===== src/rtl/pic_irq_sequencer.sv =====
// Clocked 8259-style interrupt sequencer: ICW/OCW decode, fixed-priority resolution,
// two-pulse INTA acknowledge with ISR/IMR bookkeeping and optional auto-EOI.
//
// state  | meaning
// UNINIT | no ICW1 seen since reset
// W_ICW2 | ICW1 taken, waiting for the vector base word
// W_ICW3 | cascade word expected (SNGL=0)
// W_ICW4 | mode word expected (IC4=1)
// READY  | initialised; OCWs and requests are honoured
// A_IDLE | no acknowledge in progress
// A_ACK1 | first INTA pulse seen, winner latched and marked in service
// A_ACK2 | second INTA pulse, vector on the bus until INTA rises
module pic_irq_sequencer #(
    parameter int NUM_IRQ = 8
) (
    input  logic               clk,
    input  logic               rst_n,
    input  logic               wr,
    input  logic               A0,
    input  logic [7:0]         dataBus,
    input  logic               INTA,
    input  logic [NUM_IRQ-1:0] irr,
    output logic               INT,
    output logic [7:0]         vector_address,
    output logic               Direction,
    output logic [NUM_IRQ-1:0] isr,
    output logic [NUM_IRQ-1:0] imr,
    output logic               init_done
);
    localparam int IDX_W = $clog2(NUM_IRQ);

    typedef enum logic [2:0] {
        UNINIT = 3'd0,
        W_ICW2 = 3'd1,
        W_ICW3 = 3'd2,
        W_ICW4 = 3'd3,
        READY  = 3'd4
    } init_state_t;

    typedef enum logic [1:0] {
        A_IDLE = 2'd0,
        A_ACK1 = 2'd1,
        A_ACK2 = 2'd2
    } ack_state_t;

    init_state_t        init_q;
    ack_state_t         ack_q;
    logic [7:0]         icw1_q;
    logic [7:0]         icw2_q;
    logic [7:0]         icw3_q;
    logic [7:0]         icw4_q;
    logic [NUM_IRQ-1:0] imr_q;
    logic [NUM_IRQ-1:0] isr_q;
    logic [NUM_IRQ-1:0] isr_d;
    logic [IDX_W-1:0]   idx_q;
    logic               spur_q;
    logic               int_q;
    logic [7:0]         vec_q;
    logic               dir_q;
    logic               inta_q;

    logic               inta_fall;
    logic               inta_rise;
    logic               icw1_wr;
    logic               ocw2_eoi;
    logic [NUM_IRQ-1:0] eligible;
    logic               any_elig;
    logic [IDX_W-1:0]   win_idx;
    logic               blocked;
    logic               found;

    assign inta_fall = inta_q & ~INTA;
    assign inta_rise = ~inta_q & INTA;
    assign icw1_wr   = wr & ~A0 & dataBus[4];
    assign ocw2_eoi  = wr & ~A0 & (dataBus[4:3] == 2'b00) & dataBus[5] & (init_q == READY);

    // A request is blocked by any in-service bit at its own or a higher priority.
    always_comb begin
        eligible = '0;
        blocked  = 1'b0;
        for (int j = 0; j < NUM_IRQ; j++) begin
            blocked     = blocked | isr_q[j];
            eligible[j] = irr[j] & ~imr_q[j] & ~blocked;
        end
        any_elig = |eligible;
        win_idx  = IDX_W'(NUM_IRQ - 1);
        for (int j = NUM_IRQ - 1; j >= 0; j--) begin
            if (eligible[j]) win_idx = IDX_W'(j);
        end
    end

    // EOI works on the pre-cycle ISR; the acknowledge set is applied last so it wins.
    always_comb begin
        isr_d = isr_q;
        found = 1'b0;
        if (ocw2_eoi) begin
            if (dataBus[6]) begin
                for (int j = 0; j < NUM_IRQ; j++) begin
                    if (dataBus[2:0] == 3'(j)) isr_d[j] = 1'b0;
                end
            end else begin
                for (int j = 0; j < NUM_IRQ; j++) begin
                    if (!found && isr_q[j]) begin
                        isr_d[j] = 1'b0;
                        found    = 1'b1;
                    end
                end
            end
        end
        if (ack_q == A_ACK2 && inta_rise && icw4_q[1] && !spur_q) isr_d[idx_q] = 1'b0;
        if (ack_q == A_IDLE && inta_fall && any_elig) isr_d[win_idx] = 1'b1;
    end

    always_ff @(posedge clk or negedge rst_n) begin
        if (!rst_n) begin
            init_q <= UNINIT;
            ack_q  <= A_IDLE;
            icw1_q <= '0;
            icw2_q <= '0;
            icw3_q <= '0;
            icw4_q <= '0;
            imr_q  <= '0;
            isr_q  <= '0;
            idx_q  <= '0;
            spur_q <= 1'b0;
            int_q  <= 1'b0;
            vec_q  <= '0;
            dir_q  <= 1'b0;
            inta_q <= 1'b1;
        end else begin
            inta_q <= INTA;
            if (icw1_wr) begin
                icw1_q <= dataBus;
                if (!dataBus[0]) icw4_q <= '0;
                init_q <= W_ICW2;
                imr_q  <= '0;
                isr_q  <= '0;
                ack_q  <= A_IDLE;
                int_q  <= 1'b0;
                dir_q  <= 1'b0;
            end else begin
                isr_q <= isr_d;
                if (wr && A0) begin
                    case (init_q)
                        W_ICW2: begin
                            icw2_q <= dataBus;
                            if (!icw1_q[1])    init_q <= W_ICW3;
                            else if (icw1_q[0]) init_q <= W_ICW4;
                            else               init_q <= READY;
                        end
                        W_ICW3: begin
                            icw3_q <= dataBus;
                            init_q <= icw1_q[0] ? W_ICW4 : READY;
                        end
                        W_ICW4: begin
                            icw4_q <= dataBus;
                            init_q <= READY;
                        end
                        READY:   imr_q <= dataBus[NUM_IRQ-1:0];
                        default: ;
                    endcase
                end

                case (ack_q)
                    A_IDLE: begin
                        int_q <= (init_q == READY) && any_elig;
                        if (inta_fall) begin
                            ack_q  <= A_ACK1;
                            int_q  <= 1'b0;
                            idx_q  <= win_idx;
                            spur_q <= ~any_elig;
                        end
                    end
                    A_ACK1: begin
                        if (inta_fall) begin
                            ack_q <= A_ACK2;
                            vec_q <= {icw2_q[7:IDX_W], idx_q};
                            dir_q <= 1'b1;
                        end
                    end
                    A_ACK2: begin
                        if (inta_rise) begin
                            ack_q <= A_IDLE;
                            dir_q <= 1'b0;
                        end
                    end
                    default: ack_q <= A_IDLE;
                endcase
            end
        end
    end

    logic unused_bits;
    assign unused_bits = ^{icw1_q[7:2], icw3_q, icw4_q[7:2], icw4_q[0]};

    assign INT            = int_q;
    assign vector_address = vec_q;
    assign Direction      = dir_q;
    assign isr            = isr_q;
    assign imr            = imr_q;
    assign init_done      = (init_q == READY);

endmodule

===== config.mk =====
export PLATFORM = sky130hd
export DESIGN_NAME = pic_irq_sequencer
export DESIGN_NICKNAME = d
export VERILOG_FILES = /design/src/rtl/pic_irq_sequencer.sv
export SDC_FILE = /design/constraint.sdc
export NUM_CORES = 1
export LEC_CHECK = 0
export ABC_CLOCK_PERIOD_IN_PS = 2300
export BUFFER_PORTS_ARGS = -buffer_cell sky130_fd_sc_hd__clkbuf_2
export CAP_MARGIN = 20
export CELL_PAD_IN_SITES_DETAIL_PLACEMENT = 1
export CELL_PAD_IN_SITES_GLOBAL_PLACEMENT = 1
export CORE_ASPECT_RATIO = 1.2
export CORE_MARGIN = 4
export CORE_UTILIZATION = 30
export CTS_BUF_LIST = sky130_fd_sc_hd__clkbuf_2
export CTS_CLUSTER_SIZE = 30
export DETAILED_ROUTE_END_ITERATION = 7
export GPL_TIMING_DRIVEN = 0
export PLACE_DENSITY_LB_ADDON = 0.1
export SLEW_MARGIN = 20
export SYNTH_ARGS = -nofsm -noshare
export SYNTH_HDL_FRONTEND = slang
export SYNTH_SLANG_ARGS = --single-unit

===== constraint.sdc =====
create_clock -name clk -period 2.3 [get_ports clk]
set_input_delay 0.23 -clock clk [delete_from_list [all_inputs] [get_ports clk]]
set_output_delay 0.23 -clock clk [all_outputs]
set_load 0.02 [all_outputs]

==> After elaboration in Yosys (flattened, before gate mapping) <==
Cells that the tools add are included.
{ "word_totals": {"out_inout_bits": 27, "word_cells": 206, "reg_bits": 48, "inputBits": 21} }
{ "op_classes": {"eq_ne": 17, "n_lt_le_gt_ge": 4, "n_mux": 76, "n_reduce_logical": 42, "n_bitwise": 54} }
{ "ops": {"columns": ["cell", "count"], "rows": [
  ["$mux W8", 8],
  ["$mux W1", 45],
  ["$mux W3", 8],
  ["$and A1 B1 Y1", 23],
  ["$not A1 Y1", 21],
  ["$mux W2", 10],
  ["$reduce_and A3 Y1", 6],
  ["$logic_and A1 B1 Y1", 16],
  ["$eq A3 B3 Y1 const B", 5],
  ["$eq A3 B2 Y1 const B", 4],
  ["$ne A3 B3 Y1 const B", 3],
  ["$pmux W3 S3", 1],
  ["$and A8 B8 Y8", 1],
  ["$logic_not A1 Y1", 8],
  ["$lt A3 B4 Y1 const B", 2],
  ["$not A8 Y8", 1],
  ["$or A8 B8 Y8", 1],
  ["$reduce_bool A2 Y1", 4],
  ["$reduce_or A8 Y1", 1],
  ["$or A1 B1 Y1", 7],
  ["$demux W1 S3", 2],
  ["$eq A3 B1 Y1 const B", 2],
  ["$ge A3 B1 Y1 const B", 2],
  ["$pmux W2 S3", 1],
  ["other kinds (9)", 11]
]} }

==> Logic depth before layout (Yosys ltp) <==
Gate-level depths: netlist (run 1).
{ "logic_depth": {"depth_word": 46, "mapped_depth": 6, "ltp_nobuf": 5} }

==> Worst setup path before layout (run 1) <==
Ideal clock, no wire load.
{ "synth_timing": {"path_type": "register to register", "from": "reg isr_q[0], in the netlist isr[0]", "to": "reg isr_q[4], in the netlist isr[4]", "arrival_ns": 1.553, "path_buffers": 1, "t_required_ns": 2.167, "setup_time_ns": 0.133, "slack_ns": 0.614, "synth_period_minus_slack_ns": 1.686, "path_stages_with_launch": 6, "cell_sequence": "dfrtp_1 clkbuf_8 or3_4 o32a_1 o21ai_0 o22ai_1"} }
{ "synth_via": {"elab_chain_len": 28} }
{ "synth_lines": {"columns": ["element", "line_no", "text"], "rows": [
  ["from (decl)", "53", "logic [NUM_IRQ-1:0] isr_q;"],
  ["from (signal assigned)", "142", "isr_q <= isr_d;"],
  ["branches (longest 26 deep; another with $mux W3)", null, null],
  ["$mux W8 *", "111", "if (ack_q == A_IDLE && inta_fall && any_elig) isr_d[win_idx] = 1'b1;"],
  ["$mux W8 *", "132", "if (icw1_wr) begin"]
]} }
Every way passes the cells marked *. The select of a mux whose other input is x is not followed.
A chain may end at the register's enable or synchronous reset.

==> Worst setup path in the final report (run 1) <==
{ "layout_timing": {"from": "reg isr_q[0], in the netlist isr[0]", "to": "reg isr_q[5], in the netlist isr[5]"} }
{ "layout_via": {"elab_chain_len": 33} }
{ "layout_lines": {"columns": ["element", "line_no", "text"], "rows": [
  ["$mux W1", "103", "if (!found && isr_q[j]) begin"],
  ["$mux W1", "97", "if (dataBus[6]) begin"],
  ["$mux W1", "96", "if (ocw2_eoi) begin"],
  ["$logic_not A1 Y1", "103", null],
  ["$logic_and A1 B1 Y1", "103", null],
  ["$mux W1", "103", null],
  ["$mux W1", "97", null],
  ["$mux W1", "96", null],
  ["(+17 left out)", null, null],
  ["$mux W1", "103", null],
  ["$mux W8", "97", null],
  ["$mux W8", "96", null],
  ["$and A8 B8 Y8 (no source line)", null, null],
  ["$mux W8", "110", "if (ack_q == A_ACK2 && inta_rise && icw4_q[1] && !spur_q) isr_d[idx_q] = 1'b0;"],
  ["$or A8 B8 Y8 (no source line)", null, null],
  ["$mux W8 *", "111", null],
  ["$mux W8 *", "132", null]
]} }
Mark *: on every way between the ends. The rest lies on a longest branch, timed or not. The select of a mux whose other input is x is not followed.

==> flow_summary.toml, run 1 <==
[worst_setup_path]
r2r_setup_slack_ns = 0.34
critical-path-top-delay-family = "simple AND/OR/NAND/NOR gates"
worstReg2RegStart = "isr[0]$_DFF_PN0_"
cp.required_ns = 2.64
critical_path.n_buffers_inverters = 1
path_cells = "clkbuf_8 -> nor3_1 -> nand3_1 -> nor3_1 -> o21ba_2 -> o22ai_1"
crit_path_end = "isr[5]$_DFF_PN0_"
cp_slowest_cell = "dfrtp_1"
path_max_fanout = 9
ff2ff_path_depth = 6
worst-path-stages = 6
worstReg2RegEnd = "isr[5]$_DFF_PN0_"
worst_path_most_repeated_cell = "nor3_1"
worst_path_class_setup = "reg2reg"
cp_slowest_stage_delay_ns = 0.45
worstSetupStartpointType = "flip-flop"
cp.arrival_ns = 2.30
worstSetupEndpointType = "flip-flop"
launching_instance_or_port_of_the_critical_path = "isr[0]$_DFF_PN0_"

[clock_tree]
post_cts.resized_instances = 0
cts-root-buf = "clkbuf_2"
cts_buffer_depth = 2
cts_tree = "built"
htreeDepth = 2
worst_skew_pair.late_latency_ns = 0.43
post_cts_hold_buffer_count = 2
cts_post_setup_buffers_inserted = 0
cts_inserted_buffers = 5
numClockSinks = 44
path_clk_slew_ns = 0.26

[finish]
fin_nets = 311
most-common-layout-cells = "clkbuf_2, dfrtp_1, nand2_1, nor2_1, mux2_2"
filler_cell_count = 903
diodes = 0
drive_above_1_share_pct = 29.2
synthToLayoutAreaGrowth_pct = 18.9
layout.cells.most_common = "clkbuf_2"
final_util_pct = 36.5
fin_area_sq_um = 2800

[synthesis]
postSynthCellCount = 234
yosys.cell_types.count = 56
synth_warnings = 0
ys_dominant_reg_cell = "dfrtp_1"
syn_nets = 255
synth_sequential_area_ratio_pct = 46.9
synth_area_sq_um = 2350
fraction_of_registers_with_async_set_or_reset_after_synthesis_pct = 100
count_of_flip_flops_with_a_built_in_enable_after_synthesis = 0
avgSynthCellArea_sq_um = 10.1
synth_seq_cells = 44

[routing]
wl_per_cell_microns = 17.6
drt_pre_antenna_iters = 4
routed_wirelength_mm = 6.75
detailroute.via_count = 1967
drt_drc_violations_left = 0
detailedRoute.firstIterationViolations = 73
drt-vias-per-instance = 5.14
antenna_violating_nets_post_route = 0

[timing]
worst_slew_pin_slew_ns = 0.639
min_period_over_period_pct = 85.2
setup_viol = 0
fin_worst_skew_ns = 0.0276
rsz0062_at_grt = "false"
setup_total_negative_slack_ns = 0
max_freq_ghz = 0.510
relative_slew_margins_pct = 57.4
slew_violations = 0
finalHoldViolations = 0
layout_min_cycle_time_ns = 1.96

[power_and_ir_drop]
switchingPower_w = 0.00148
power.sequential.fraction_pct = 39.5
power_switching_share_pct = 44.1
clock_power_share_pct = 13.8
power_frac_comb_pct = 46.7
power_density_nw_per_um2 = 1200
p_leak_nw = 1.25
power_report.internal_total_w = 0.00188
peak_ir_drop_on_the_vdd_network_v = 0.000430

[grt]
globalRoute.totalOverflow = 0
met1_usage_pct = 20.4
use_met2_pct = 25.2
grt_max_degree = 45
groute.layer.met3.usage_pct = 3.15
grt_use_total_pct = 15.4
grt_first_pass_wirelength_mm = 11.0
vias_in_the_first_global_route = 2070
grt_antenna_before_repair = 0
grt-busiest-layer = "met2"

[min_path]
min_from = "dataBus[3]"
hold_class = "in2reg"

[floorplan]
row_count = 35
starting_utilization_of_the_core_area_pct = 30.7
design.core.area_sq_um = 7660
die_height_microns = 105
fp.dieW_microns = 88.8
die_area_sq_um = 9330
io_pins = 48

[placed_design]
port_buffers = 46
gpl_wtd_cong = 0.762
post_dp_cell_area_sq_um = 2700
dp.final_hpwl_mm = 5.13

[job]
max_cap_violations = 0

[outcome]
run_status = "finished clean"
==> metal layers <==
metal	wire length, microns	vias to the layer above	share of wire (%)
met4	92	0	1.4
met2	3400	30	50
met1	3020	976	45
met5	0	-	0
met3	228	7	3.4
li1	-	954	-
==> registers in the layout (all words and copies together) (netlist names), 2 cells and up <==
name and cells:
ack_q 2, icw1_q 2, icw2_q 5, idx_q 3, imr 8, init_q 3
isr 8, vector_address 8
==> power groups by stage <==
| stage | combinational, W | sequential [W] | clock [W] |
|---|---|---|---|
| 6_report | 0.00157 | 0.00133 | 0.000465 |
| 5_1_grt | 0.00174 | 0.00138 | 0.000518 |
| 4_1_cts | 0.00159 | 0.00133 | 0.000489 |
| 3_5_place_dp | 0.00159 | 0.00135 | 0 |
| 3_3_place_gp | 0.00157 | 0.00135 | 0 |
| 2_1_floorplan | 0.000932 | 0.00148 | 0 |
==> synthesized netlist by cell type, drive strengths merged (4+ instances only) <==
| library cell | number | share of area [%] |
|---|---|---|
| mux2i | 7 | 3.0 |
| clkbuf | 6 | 1.8 |
| nand3 | 6 | 1.5 |
| mux2 | 13 | 6.2 |
| o22ai | 5 | 1.3 |
| dfrtp | 43 | 46 |
| nor2 | 28 | 4.5 |
| nand3b | 4 | 1.3 |
| nor2b | 5 | 1.3 |
| nand2b | 5 | 1.3 |
| inv | 6 | 0.96 |
| a21oi | 10 | 3.1 |
| o21ai | 13 | 2.8 |
| nand2 | 29 | 4.7 |
| nor3 | 9 | 2.4 |
==> how the worst min path moves through the flow <==
stage | slack (ns) | cells after the start | end
floorplan | -0.07 | 0 | Direction$_DFFE_PN0P_
global placement | 0.38 | 1 | inta_q$_DFF_PN1_
detailed placement | 0.33 | 1 | vector_address[0]$_DFFE_PN0P_
CTS | 0.0003 | 2 | icw2_q[7]$_DFFE_PN0P_
global route | 0.04 | 2 | icw2_q[3]$_DFFE_PN0P_
finish | 0.08 | 2 | icw2_q[3]$_DFFE_PN0P_
==> metrics by stage <==
step / hold slack (ns) / instances / setup WS [ns] / total power, W
after floorplan: -0.0656 / 234 / 0.614 / 0.00242
after global placement: 0.379 / 372 / 0.408 / 0.00292
after detailed placement: 0.326 / 372 / 0.369 / 0.00294
after CTS: 0.000338 / 382 / 0.327 / 0.00342
after global routing: 0.0366 / 383 / 0.227 / 0.00364
final: 0.0798 / 383 / 0.340 / 0.00337
==> kinds of logic after synthesis <==
group,Yosys count,share of synthesized area (%)
flip-flops,44,46.9
XOR/XNOR,1,0.372
multiplexers,20,9.20
buffers and inverters,15,3.78
AO/OA/AOI/OAI,53,16.2
AND/OR/NAND/NOR,101,23.6
==> worst register-to-register path: stages, from the launching register on <==
cell      delay [ns]
dfrtp_1         0.45
clkbuf_8        0.17
nor3_1          0.36
nand3_1         0.22
nor3_1          0.35
o21ba_2         0.24
o22ai_1         0.10
==> area by class of cell <==
type	count	area [sq um]	area share, %
clock inverters	3	42.5	1.52
inverters	6	22.5	0.805
flip-flops and latches	44	1100	39.4
plain buffers	9	66.3	2.37
clock buffers	5	25.0	0.894
repair buffers	49	263	9.39
well taps	92	115	4.11
multi-input cells	175	1160	41.5
(Power assumes the default switching activity.)
==> run 2, diff against run 1 <==
- CORE_ASPECT_RATIO: 1.2 -> unset
- GPL_TIMING_DRIVEN: 0 -> unset
==> run 2 against run 1 <==
Compared with the run above:
- combinational power fell by 4%
- die area about the same
- flip-flop and latch count is the same
- critical endpoint is now isr[3]$_DFF_PN0_
==> flow_summary.toml, run 2 (synthesis gave the netlist of run 1 again) <==
[timing]
slew_violations = 0
relative_slew_margins_pct = 64.5
setup_viol = 0
worst_slew_pin_slew_ns = 0.528
max_freq_ghz = 0.523
layout_min_cycle_time_ns = 1.91
finalHoldViolations = 0
fin_worst_skew_ns = 0.0166
min_period_over_period_pct = 83.2
setup_total_negative_slack_ns = 0
rsz0062_at_grt = "false"

[power_and_ir_drop]
power_density_nw_per_um2 = 1200
p_leak_nw = 1.25
peak_ir_drop_on_the_vdd_network_v = 0.000328

[worst_setup_path]
worst_path_class_setup = "reg2reg"
ff2ff_path_depth = 5
path_max_fanout = 10
worstSetupStartpointType = "flip-flop"
r2r_setup_slack_ns = 0.39
worstReg2RegEnd = "isr[3]$_DFF_PN0_"
cp.arrival_ns = 2.25
cp.required_ns = 2.63
worstReg2RegStart = "isr[0]$_DFF_PN0_"
worstSetupEndpointType = "flip-flop"

[grt]
grt_first_pass_wirelength_mm = 10.8
grt_antenna_before_repair = 0
vias_in_the_first_global_route = 2086
globalRoute.totalOverflow = 0
grt_max_degree = 27
grt_use_total_pct = 15.5

[routing]
detailedRoute.firstIterationViolations = 54
drt-vias-per-instance = 5.04
detailroute.via_count = 1966
routed_wirelength_mm = 6.77
wl_per_cell_microns = 17.4
antenna_violating_nets_post_route = 0
drt_pre_antenna_iters = 4
drt_drc_violations_left = 0

[clock_tree]
cts_buffer_depth = 2
cts-root-buf = "clkbuf_2"
htreeDepth = 2
worst_skew_pair.late_latency_ns = 0.43
path_clk_slew_ns = 0.25
cts_tree = "built"
cts_inserted_buffers = 5
numClockSinks = 44

[placed_design]
dp.final_hpwl_mm = 5.36
port_buffers = 47
dp_cells = 380
post_dp_cell_area_sq_um = 2690
gpl_wtd_cong = 0.833

[floorplan]
starting_utilization_of_the_core_area_pct = 30.6
fp.dieW_microns = 96.6
design.core.area_sq_um = 7690
die_area_sq_um = 9320
die_height_microns = 96.6
io_pins = 48
row_count = 32

[job]
max_cap_violations = 0

[min_path]
min_from = "dataBus[7]"
holdPathEnd = "imr[7]$_DFFE_PN0P_"
hold_class = "in2reg"
min_path_cells = 3

[finish]
drive_above_1_share_pct = 30.2
layout.cells.most_common = "clkbuf_2"
fin_area_sq_um = 2780
fin_nets = 308
most-common-layout-cells = "clkbuf_2, dfrtp_1, nand2_1, nor2_1, mux2_2"
diodes = 0
synthToLayoutAreaGrowth_pct = 18.2
final_instance_count_without_filler_cells = 390

[outcome]
run_status = "finished clean"
[run 2: worst max-delay path by stage]
stage	start	end	cells after the start
3_5_place_dp	isr[0]$_DFF_PN0_	isr[7]$_DFF_PN0_	5
3_3_place_gp	isr[0]$_DFF_PN0_	isr[5]$_DFF_PN0_	5
6_report	isr[0]$_DFF_PN0_	isr[3]$_DFF_PN0_	5
5_1_grt	isr[0]$_DFF_PN0_	isr[5]$_DFF_PN0_	5
2_1_floorplan	isr[0]$_DFF_PN0_	isr[4]$_DFF_PN0_	5
4_1_cts	isr[0]$_DFF_PN0_	isr[3]$_DFF_PN0_	5
[run 2: timing repair]
action | CTS | global route
hold endpoints to repair | 44 | 0
setup buffers | 0 | 0
gates resized for setup | 0 | 0
hold buffers | 2 | 0
[run 2: layout make-up]
cell class	count	area [sq um]
Fill cell	926	4910
Multi-Input combinational cell	175	1160
Clock buffer	5	25.0
Sequential cell	44	1100
Inverter	6	22.5
Timing Repair Buffer	55	300
Clock inverter	3	42.5
Tap cell	102	128
[run 2: stage by stage]
stage	power [W]	utilization, %	hold slack (ns)	setup WS [ns]
2_1_floorplan	0.00242	-	-0.0656	0.614
3_3_place_gp	0.00292	35.0	0.0997	0.355
3_5_place_dp	0.00292	35.0	0.0975	0.401
4_1_cts	0.00339	36.2	0.0151	0.379
5_1_grt	0.00361	36.2	0.0213	0.208
6_report	0.00334	36.2	0.0382	0.386
[run 2: power breakdown]
part | internal (W) | switching, W | total [W]
Combinational | 0.000609 | 0.000891 | 0.00150
Clock | 0.000182 | 0.000280 | 0.000462
Sequential | 0.00106 | 0.000322 | 0.00138
[run 2: per-layer routing]
layer	GRT usage, %	share of wire (%)	wire [microns]	vias to the layer above
met5	0	0	0	-
met4	4.44	1.5	99	0
met1	20.5	48	3230	978
li1	-	-	-	947
met3	3.10	3.0	204	10
met2	25.7	48	3230	31
[run 2: critical path: stages, from the launching register on]
cell and delay (ns):
dfrtp_1 0.57, nor3_1 0.35, nand3_1 0.20, nor3_1 0.36, o21ba_2 0.24, o22ai_1 0.10
